$ cat config.mk
export PLATFORM = sky130hd
export DESIGN_NAME = ines_rom_loader
export DESIGN_NICKNAME = d
export VERILOG_FILES = /design/src/rtl/nes_pkg.sv /design/src/rtl/ines_rom_loader.sv
export SDC_FILE = /design/constraint.sdc
export NUM_CORES = 1
export LEC_CHECK = 0
export BUFFER_PORTS_ARGS = -buffer_cell sky130_fd_sc_hd__buf_4
export CAP_MARGIN = 20
export CORE_UTILIZATION = 60
export CTS_CLUSTER_SIZE = 30
export DETAILED_ROUTE_END_ITERATION = 10
export PLACE_DENSITY = 0.82
export SKIP_LAST_GASP = 1
export SYNTH_ARGS = -nofsm -noshare
export SYNTH_HDL_FRONTEND = slang
export SYNTH_SLANG_ARGS = --single-unit
$ cat constraint.sdc
create_clock -name CLK -period 3.93 [get_ports CLK]
set_input_delay 0.393 -clock CLK [delete_from_list [all_inputs] [get_ports CLK]]
set_output_delay 0.393 -clock CLK [all_outputs]
set_load 0.02 [all_outputs]
$ cat src/rtl/nes_pkg.sv
// Shared definitions for the iNES/NROM image loader.
//   loader_state_t : loader FSM states
//   loader_err_t   : error codes reported on the loader error port
//   INES_MAGIC, INES_HDR_LEN, TRAINER_LEN, PRG_BANK_BYTES, CHR_BANK_BYTES
//   magic_byte()   : byte n (0..3) of the iNES magic, in stream order
package nes_pkg;

  typedef enum logic [2:0] {
    ST_HDR     = 3'd0,
    ST_TRAINER = 3'd1,
    ST_PRG     = 3'd2,
    ST_CHR     = 3'd3,
    ST_DONE    = 3'd4,
    ST_ERR     = 3'd5
  } loader_state_t;

  typedef enum logic [2:0] {
    ERR_NONE     = 3'd0,
    ERR_MAGIC    = 3'd1,
    ERR_PRG_SIZE = 3'd2,
    ERR_CHR_SIZE = 3'd3,
    ERR_MAPPER   = 3'd4
  } loader_err_t;

  localparam logic [31:0] INES_MAGIC     = 32'h4E45_531A;
  localparam int          INES_HDR_LEN   = 16;
  localparam int          TRAINER_LEN    = 512;
  localparam int          PRG_BANK_BYTES = 16384;
  localparam int          CHR_BANK_BYTES = 8192;

  function automatic logic [7:0] magic_byte(input logic [1:0] idx);
    logic [7:0] b;
    case (idx)
      2'd0:    b = INES_MAGIC[31:24];
      2'd1:    b = INES_MAGIC[23:16];
      2'd2:    b = INES_MAGIC[15:8];
      default: b = INES_MAGIC[7:0];
    endcase
    return b;
  endfunction

endpackage

$ cat src/rtl/ines_rom_loader.sv
// iNES (NROM / mapper 0) byte-stream loader feeding the cartridge programmer.
// Parses and validates the 16-byte header, drops an optional 512-byte trainer,
// then writes PRG bytes on the programmer port and CHR bytes on the CHR strobe.
// The CPU is held in reset until the whole image has been written.
//
// Ports:
//   CLK, RESET_n   clock, asynchronous active-low reset
//   restart        synchronous abort; back to header parsing
//   byte_valid     upstream byte present
//   byte_data[7:0] upstream image byte
//   byte_ready     byte accepted this cycle (combinational)
//   prgmr_wren     one-cycle PRG write strobe
//   chr_wren       one-cycle CHR write strobe
//   prgmr_addr     byte offset within the region being written
//   prgmr_data     write data
//   cpu_hold       keep CPU in reset
//   done           image loaded
//   error[2:0]     loader_err_t code
//   prg_banks[1:0] 16 KB PRG bank count from the header
//   mirroring      header flags6 bit 0
module ines_rom_loader
  import nes_pkg::*;
(
  input  logic        CLK,
  input  logic        RESET_n,
  input  logic        restart,
  input  logic        byte_valid,
  input  logic [7:0]  byte_data,
  output logic        byte_ready,
  output logic        prgmr_wren,
  output logic        chr_wren,
  output logic [15:0] prgmr_addr,
  output logic [7:0]  prgmr_data,
  output logic        cpu_hold,
  output logic        done,
  output logic [2:0]  error,
  output logic [1:0]  prg_banks,
  output logic        mirroring
);

  loader_state_t state, state_next;
  loader_err_t   err_q, err_next, hdr_err;

  logic [3:0]  hdr_idx;
  logic [8:0]  trn_cnt;
  logic [14:0] prg_off;
  logic [12:0] chr_cnt;
  logic        chr_bank;
  logic        trainer;
  logic [3:0]  mapper_lo;
  logic        accept;
  logic        prg_last;

  assign error = err_q;

  // Last PRG byte: 0x3FFF for one bank, 0x7FFF for two.
  assign prg_last = (&prg_off[13:0]) & (prg_off[14] | (prg_banks != 2'd2));

  // Validation of the header byte currently presented at hdr_idx.
  always_comb begin
    hdr_err = ERR_NONE;
    case (hdr_idx)
      4'd0, 4'd1, 4'd2, 4'd3:
        if (byte_data != magic_byte(hdr_idx[1:0])) hdr_err = ERR_MAGIC;
      4'd4:
        if ((byte_data != 8'd1) && (byte_data != 8'd2)) hdr_err = ERR_PRG_SIZE;
      4'd5:
        if (byte_data > 8'd1) hdr_err = ERR_CHR_SIZE;
      4'd7:
        if ({byte_data[7:4], mapper_lo} != 8'd0) hdr_err = ERR_MAPPER;
      default: hdr_err = ERR_NONE;
    endcase
  end

  // ---- state register ----
  always_ff @(posedge CLK or negedge RESET_n) begin
    if (!RESET_n) begin
      state <= ST_HDR;
      err_q <= ERR_NONE;
    end else begin
      state <= state_next;
      err_q <= err_next;
    end
  end

  // ---- next-state logic ----
  always_comb begin
    state_next = state;
    err_next   = err_q;
    if (restart) begin
      state_next = ST_HDR;
      err_next   = ERR_NONE;
    end else begin
      case (state)
        ST_HDR:
          if (accept) begin
            if (hdr_err != ERR_NONE) begin
              state_next = ST_ERR;
              err_next   = hdr_err;
            end else if (hdr_idx == 4'(INES_HDR_LEN - 1)) begin
              state_next = trainer ? ST_TRAINER : ST_PRG;
            end
          end
        ST_TRAINER:
          if (accept && (trn_cnt == 9'(TRAINER_LEN - 1))) state_next = ST_PRG;
        ST_PRG:
          if (accept && prg_last) state_next = chr_bank ? ST_CHR : ST_DONE;
        ST_CHR:
          if (accept && (chr_cnt == 13'(CHR_BANK_BYTES - 1))) state_next = ST_DONE;
        default: state_next = state;
      endcase
    end
  end

  // ---- output logic ----
  always_comb begin
    byte_ready = ((state == ST_HDR) || (state == ST_TRAINER) ||
                  (state == ST_PRG) || (state == ST_CHR)) && !restart;
    accept     = byte_valid && byte_ready;
  end

  // ---- counters, header latches, registered write port ----
  always_ff @(posedge CLK or negedge RESET_n) begin
    if (!RESET_n) begin
      hdr_idx    <= '0;
      trn_cnt    <= '0;
      prg_off    <= '0;
      chr_cnt    <= '0;
      chr_bank   <= 1'b0;
      trainer    <= 1'b0;
      mapper_lo  <= '0;
      prg_banks  <= '0;
      mirroring  <= 1'b0;
      prgmr_wren <= 1'b0;
      chr_wren   <= 1'b0;
      prgmr_addr <= '0;
      prgmr_data <= '0;
      done       <= 1'b0;
      cpu_hold   <= 1'b1;
    end else begin
      prgmr_wren <= 1'b0;
      chr_wren   <= 1'b0;
      // done follows the DONE state by one cycle, i.e. one cycle after the last strobe
      done       <= (state == ST_DONE) && !restart;
      cpu_hold   <= (state != ST_DONE) || restart;
      if (restart) begin
        hdr_idx <= '0;
        trn_cnt <= '0;
        prg_off <= '0;
        chr_cnt <= '0;
      end else if (accept) begin
        case (state)
          ST_HDR: begin
            hdr_idx <= hdr_idx + 4'd1;
            case (hdr_idx)
              4'd4: prg_banks <= byte_data[1:0];
              4'd5: chr_bank  <= byte_data[0];
              4'd6: begin
                mirroring <= byte_data[0];
                trainer   <= byte_data[2];
                mapper_lo <= byte_data[7:4];
              end
              default: ;
            endcase
          end
          ST_TRAINER: trn_cnt <= trn_cnt + 9'd1;
          ST_PRG: begin
            prgmr_wren <= 1'b1;
            prgmr_addr <= {1'b0, prg_off};
            prgmr_data <= byte_data;
            prg_off    <= prg_off + 15'd1;
          end
          ST_CHR: begin
            chr_wren   <= 1'b1;
            prgmr_addr <= {3'b000, chr_cnt};
            prgmr_data <= byte_data;
            chr_cnt    <= chr_cnt + 13'd1;
          end
          default: ;
        endcase
      end
    end
  end

endmodule

# Word-level counts from Yosys, hierarchy flattened
# Index checks and enable logic that the tools add are counted.
# Widths: inputs -> output; s select.
# classes
addsub	4
order_cmp	1
n_eq_ne	26
mux	40
bitwise	3
n_reduce_logical	39
# op_table
cell	n
$mux 15	3
$mux 13	3
$mux 3	13
$pmux 16 s2	1
$mux 9	3
$pmux 3 s4	2
$pmux 7 s3	1
$eq 4x3->1 const B	4
$add 15x1->15 const B	1
$ne 3x3->1 const B	5
$reduce_and 14->1	1
$reduce_bool 2->1	7
$add 13x1->13 const B	1
$eq 13x13->1 const B	1
$mux 4	3
$reduce_and 4->1	3
$add 9x1->9 const B	1
$eq 9x9->1 const B	1
$reduce_and 3->1	3
$eq 4x2->1 const B	2
$gt 8x1->1 const B	1
$mux 8	1
$ne 8x1->1 const B	1
$ne 8x2->1 const B	1
29 further kinds	50
# word_totals
register_bits	84
input_bits	12
out_inout_bits	35
elab_cells	130

# Depth between registers and ports, before layout
# logic_depth
ltp_word	11
ltp_mapped	10
mapped_depth_nobuf	10

# Worst setup path before layout
# Ideal clock, no wire load.
# synth_timing
path_type	reg2reg
from	register hdr_idx[0]
to	register state[0]
setup_ns	0.079
arrival_time_ns	2.318
required_ns	3.851
slack_ns	1.533
stages_incl_launch_ff	9
path_buffers	0
synth_period_minus_slack_ns	2.397
cell_sequence	dfrtp_1 inv_1 ha_1 or3b_1 a2111oi_2 a311oi_1 or2_4 o21ai_2 mux2i_1
# synth_via
elab_chain_cells	11
elab_cells_between_ends	24
classes_between	11 x eq/ne; 8 x mux; 5 x reduce/logical
# synth_lines
item	line_no	text
from (decl)	ines_rom_loader.sv:44	logic [3:0] hdr_idx;
from (signal assigned)	ines_rom_loader.sv:154	hdr_idx <= hdr_idx + 4'd1;
$eq 2x2->1 (tied with other cells)	nes_pkg.sv:33	case (idx)
$pmux 7 s3	nes_pkg.sv:33	
$mux 8	ines_rom_loader.sv:62	case (hdr_idx)
$ne 8x8->1	ines_rom_loader.sv:64	if (byte_data != magic_byte(hdr_idx[1:0])) hdr_err = ERR_MAGIC;
$mux 1	ines_rom_loader.sv:64	
$pmux 3 s4	ines_rom_loader.sv:62	
$reduce_bool 3->1	ines_rom_loader.sv:97	if (hdr_err != ERR_NONE) begin
$mux 3	ines_rom_loader.sv:97	
$mux 3	ines_rom_loader.sv:96	if (accept) begin
$pmux 3 s4	ines_rom_loader.sv:94	case (state)
$mux 3	ines_rom_loader.sv:90	if (restart) begin
to (signal assigned)	ines_rom_loader.sv:81	state <= state_next;
to (decl)	ines_rom_loader.sv:41	loader_state_t state, state_next;
# Several ways; a longest one is shown, not always the timed one. The select of a mux whose other input is x is not followed.
# A chain may end at the register's enable or synchronous reset.

# Worst setup path in the final report
# layout_timing
from	register hdr_idx[0]
to	register state[1]
# Same word-level chain as after synthesis.

==> impl_summary.md <==
Floorplanning
The width of the chip is 84.3 um. The die covers 7110 sq um. The initial utilization of the core area, before any placement, comes to 0.629. For this design the top-level I/O count stands at between 40 and 50. The area of the placeable core is around 6500 sq um. The die height is 84.3 um. After floorplanning, the core was divided into 29 placement rows.

Global route
The number of global-route vias before repair was about 3000. The initial antenna violation count is 0. The pin count of the biggest net entering global routing is 84. The global-route wire length before repair is 14400 um. The overall fraction of global-route tracks in use is 0.259. The final global-route overflow total is 0.

Layout
The number of antenna repair diodes is 0. The cell area after layout is 4720 sq um. Registers take 2080 sq um. From synthesis to final layout, the design area changed by 16.2%. For this run, the post-layout net count is around 480. Summing all multi-input logic gate instances after layout gives around 1900 sq um. For this run, the number of standard cells in the final layout without fillers is 537. In the layout the commonest cells are 82 x dfrtp_1, 69 x nand2_1, 47 x buf_4. The fraction of final layout cells with drive strength greater than 1 is 0.189. The number of filler instances in the final layout is approximately 490. The library cell used most frequently in the layout, excluding fill and tap cells, is dfrtp_1.

Worst setup path
The worst setup path is captured at a register. For the worst setup path, the data required time is 4210 ps. STA classifies the critical path startpoint as a register. The beginning of the worst register-to-register path is hdr_idx[0].

For this design, the slowest cell found on the critical path is dfrtp_1. The critical path starts at hdr_idx[0]. Data on the critical path arrives at its endpoint at 2930 ps. The path depth of the worst reg2reg path is 8.

The critical path is of the reg2reg type. Traced cell by cell, the critical path runs through inv_1 > ha_1 > or3b_1 > a2111oi_2 > a311oi_1 > or2_4 > o21ai_2 > mux2i_1. The worst register-to-register path ends at state[1].

Of all nets on the critical path, the largest fanout is 5. The largest single stage delay on the critical path is roughly 440 ps. The end point of the critical path is state[1]. For flop-to-flop paths, the worst setup slack is 1280 ps.

Clock network
The maximum number of buffers from clock root to sink is 2. The post-CTS clock slew at the launch and capture registers of the worst setup and hold paths is ~90 ps. The total clock sinks is 83. After clock tree synthesis, the repair step resized 0 gates. The latest clock arrival within the worst-skew pair is 350 ps. The TritonCTS clock tree is yes. The number of post-CTS setup repair buffers is 0. The number of CTS-inserted buffers is 9. The number of buffers inserted for hold repair after clock tree synthesis is 0. The total number of H-tree levels is 3. The tree is rooted in a clkbuf_8.

Drt
In this run, the number of DRC markers left after iteration 0 of detailed routing was 198. The vias after detailed routing is between 3000 and 4000. Using the TritonRoute via totals, the vias-per-cell ratio works out to ~5.8.

The first-pass iteration count of the detailed router is 7. The wire length on met2 is 4090 um. The post-detailed-route DRC marker count is 3. Wires add up to 8420 um. The highest layer touched by signal routing is met4. Once detail routing completed, the nets flagged for antenna violations numbered 0. The sum of routed wire segments on met1 is 3810 um.

The wire length on met3 is 411 um. In the final routed layout, each cell accounts on average for 15.7 um.

STA
Dividing the final minimum period by the clock period gives 0.675. The number of hold violations in the final report came to 15. The worst clock skew is around 10 ps. The number of max-slew violations in the final report came to 0. The total negative slack for setup checks is 0 ps. Setup repair after global routing left no endpoint under its margin. The achievable frequency is between 300 and 400 MHz. The number of setup violations in the final report is 0.

On the final layout, the worst hold slack is -23.3 ps. In the post-route analysis, the smallest setup slack over all paths is 1280 ps. The final critical path time including I/O delays and setup is 2650 ps.

Synth
The average cell area after synthesis is slightly below 10 sq um. After synthesis, the share of flip-flops with an asynchronous set or reset is 1.00. Yosys mapped the design onto 53 distinct sky130hd cell types. In this run the cell area of the synthesized design comes to 4060 sq um.

The total of flip-flops plus latches after synthesis is 83. For this run, the number of Yosys warnings is 0. The number of nets in the synthesized netlist is approximately 430. The synthesized netlist cell count is approximately 400. The sequential element share of the synthesized area is 0.511.

In the post-synthesis netlist, the biggest area contributors are dfrtp_1 50%, nand2_1 6.4%, xor2_1 4.7%, nor2_1 4.2%, mux2i_1 3.9%. The portion of synthesized cell area occupied by the leading cell type is 0.505. Summed over all instances, the cell type with the most area after synthesis is dfrtp_1.

For this run, the leading register cell type out of synthesis is dfrtp_1. The number of synthesized flops with an enable pin is 0.

Status
The checks that failed: DRC, hold timing. The flow ran to the end, but the final reports show violations.

Flow run
Across the run, the number of max-cap violations was 0.

Power
IR analysis of the VDD net gives a maximum drop of 0.323 mV. For this design the static power due to leakage is 0.00226 uW. Dividing total power by cell area gives a power density of 465 nW/um^2.

Place
The congestion estimate from routability-driven global placement came to 0.926. The cell area after placement is 4450 sq um. Port buffering added 45 buffers. The pre-CTS worst setup slack is 1300 ps. In this run, placement finished with an instance count of 520. The sum of net half-perimeters after detailed placement is 5740 um.

Min path
The min-delay analysis places its worst path in the category in2async.
[where the power goes]
group / internal (uW) / leakage [uW] / total [uW] / switching, uW
registers: 919 / 0.00114 / 1000 / 83.1
logic: 182 / 0.000999 / 448 / 266
clock network: 427 / 0.000120 / 748 / 320
[sequential cells by signal, indices dropped and copies added (netlist names), 2 cells and up]
name	count
chr_cnt	13
error	3
hdr_idx	4
mapper_lo	4
prg_banks	2
prg_off	15
prgmr_addr	15
prgmr_data	8
state	3
trn_cnt	9
[critical path, delay by kind of cell (launching register included)]
kind	cells	cell delay (ps)
AOI/OAI and AO/OA	3	790
buffers and inverters	1	90
and+or+nand+nor	2	710
muxes	1	220
adders and majority gates	1	330
DFF	1	440
[worst min path at each step]
| stage | end | depth (start not counted) |
|---|---|---|
| 6_report | mapper_lo[1] | 1 |
| 5_1_grt | prgmr_data[7] | 1 |
| 4_1_cts | mapper_lo[1] | 1 |
| 3_5_place_dp | prgmr_addr[13] | 2 |
| 3_3_place_gp | prgmr_addr[14] | 2 |
| 2_1_floorplan | chr_bank | 0 |
[layout make-up]
| type | count | area share |
|---|---|---|
| clock buffer | 9 | 0.0262 |
| clock inverter | 7 | 0.0262 |
| inverter | 10 | 0.00795 |
| multi-input combinational | 303 | 0.399 |
| sequential | 83 | 0.440 |
| tap | 77 | 0.0204 |
| timing repair buffer | 48 | 0.0805 |
[per-layer routing]
metal | vias up | global-route usage
li1 | 1495 | -
met1 | 1508 | 0.359
met2 | 81 | 0.408
met3 | 17 | 0.0649
met4 | 0 | 0.0784
met5 | - | 0
[Yosys cell counts (all sizes together) (2+ instances only)]
cell / number
dfrtp: 82
nand2: 70
nor2: 46
o21ai: 25
xor2: 22
nand3: 20
mux2i: 16
a21oi: 11
xnor2: 11
clkbuf: 9
inv: 9
mux2: 9
ha: 8
nand4: 8
buf: 7
nor3: 7
nand3b: 5
or3: 5
nand2b: 4
and3: 3
and4: 3
nor4: 3
or2: 3
or3b: 3
a211oi: 2
a311oi: 2
[cell families after synthesis]
group                      Yosys count  synth area share
and+or+nand+nor                    185             0.223
xor gates and xnor gates            33            0.0711
muxes                               25            0.0643
other                                1          0.000923
buffers and inverters               26            0.0268
adders and majority gates            8            0.0246
AOI/OAI and AO/OA                   51            0.0779
DFF                                 83             0.511
[metrics by stage]
stage                     utilization  power (uW)
final                           0.731        2200
after CTS                       0.727        2210
after global routing            0.731        2300
after global placement          0.689        1450
after detailed placement        0.689        1470
after floorplan                     -        1310
Power figures use the tool's default switching activity.
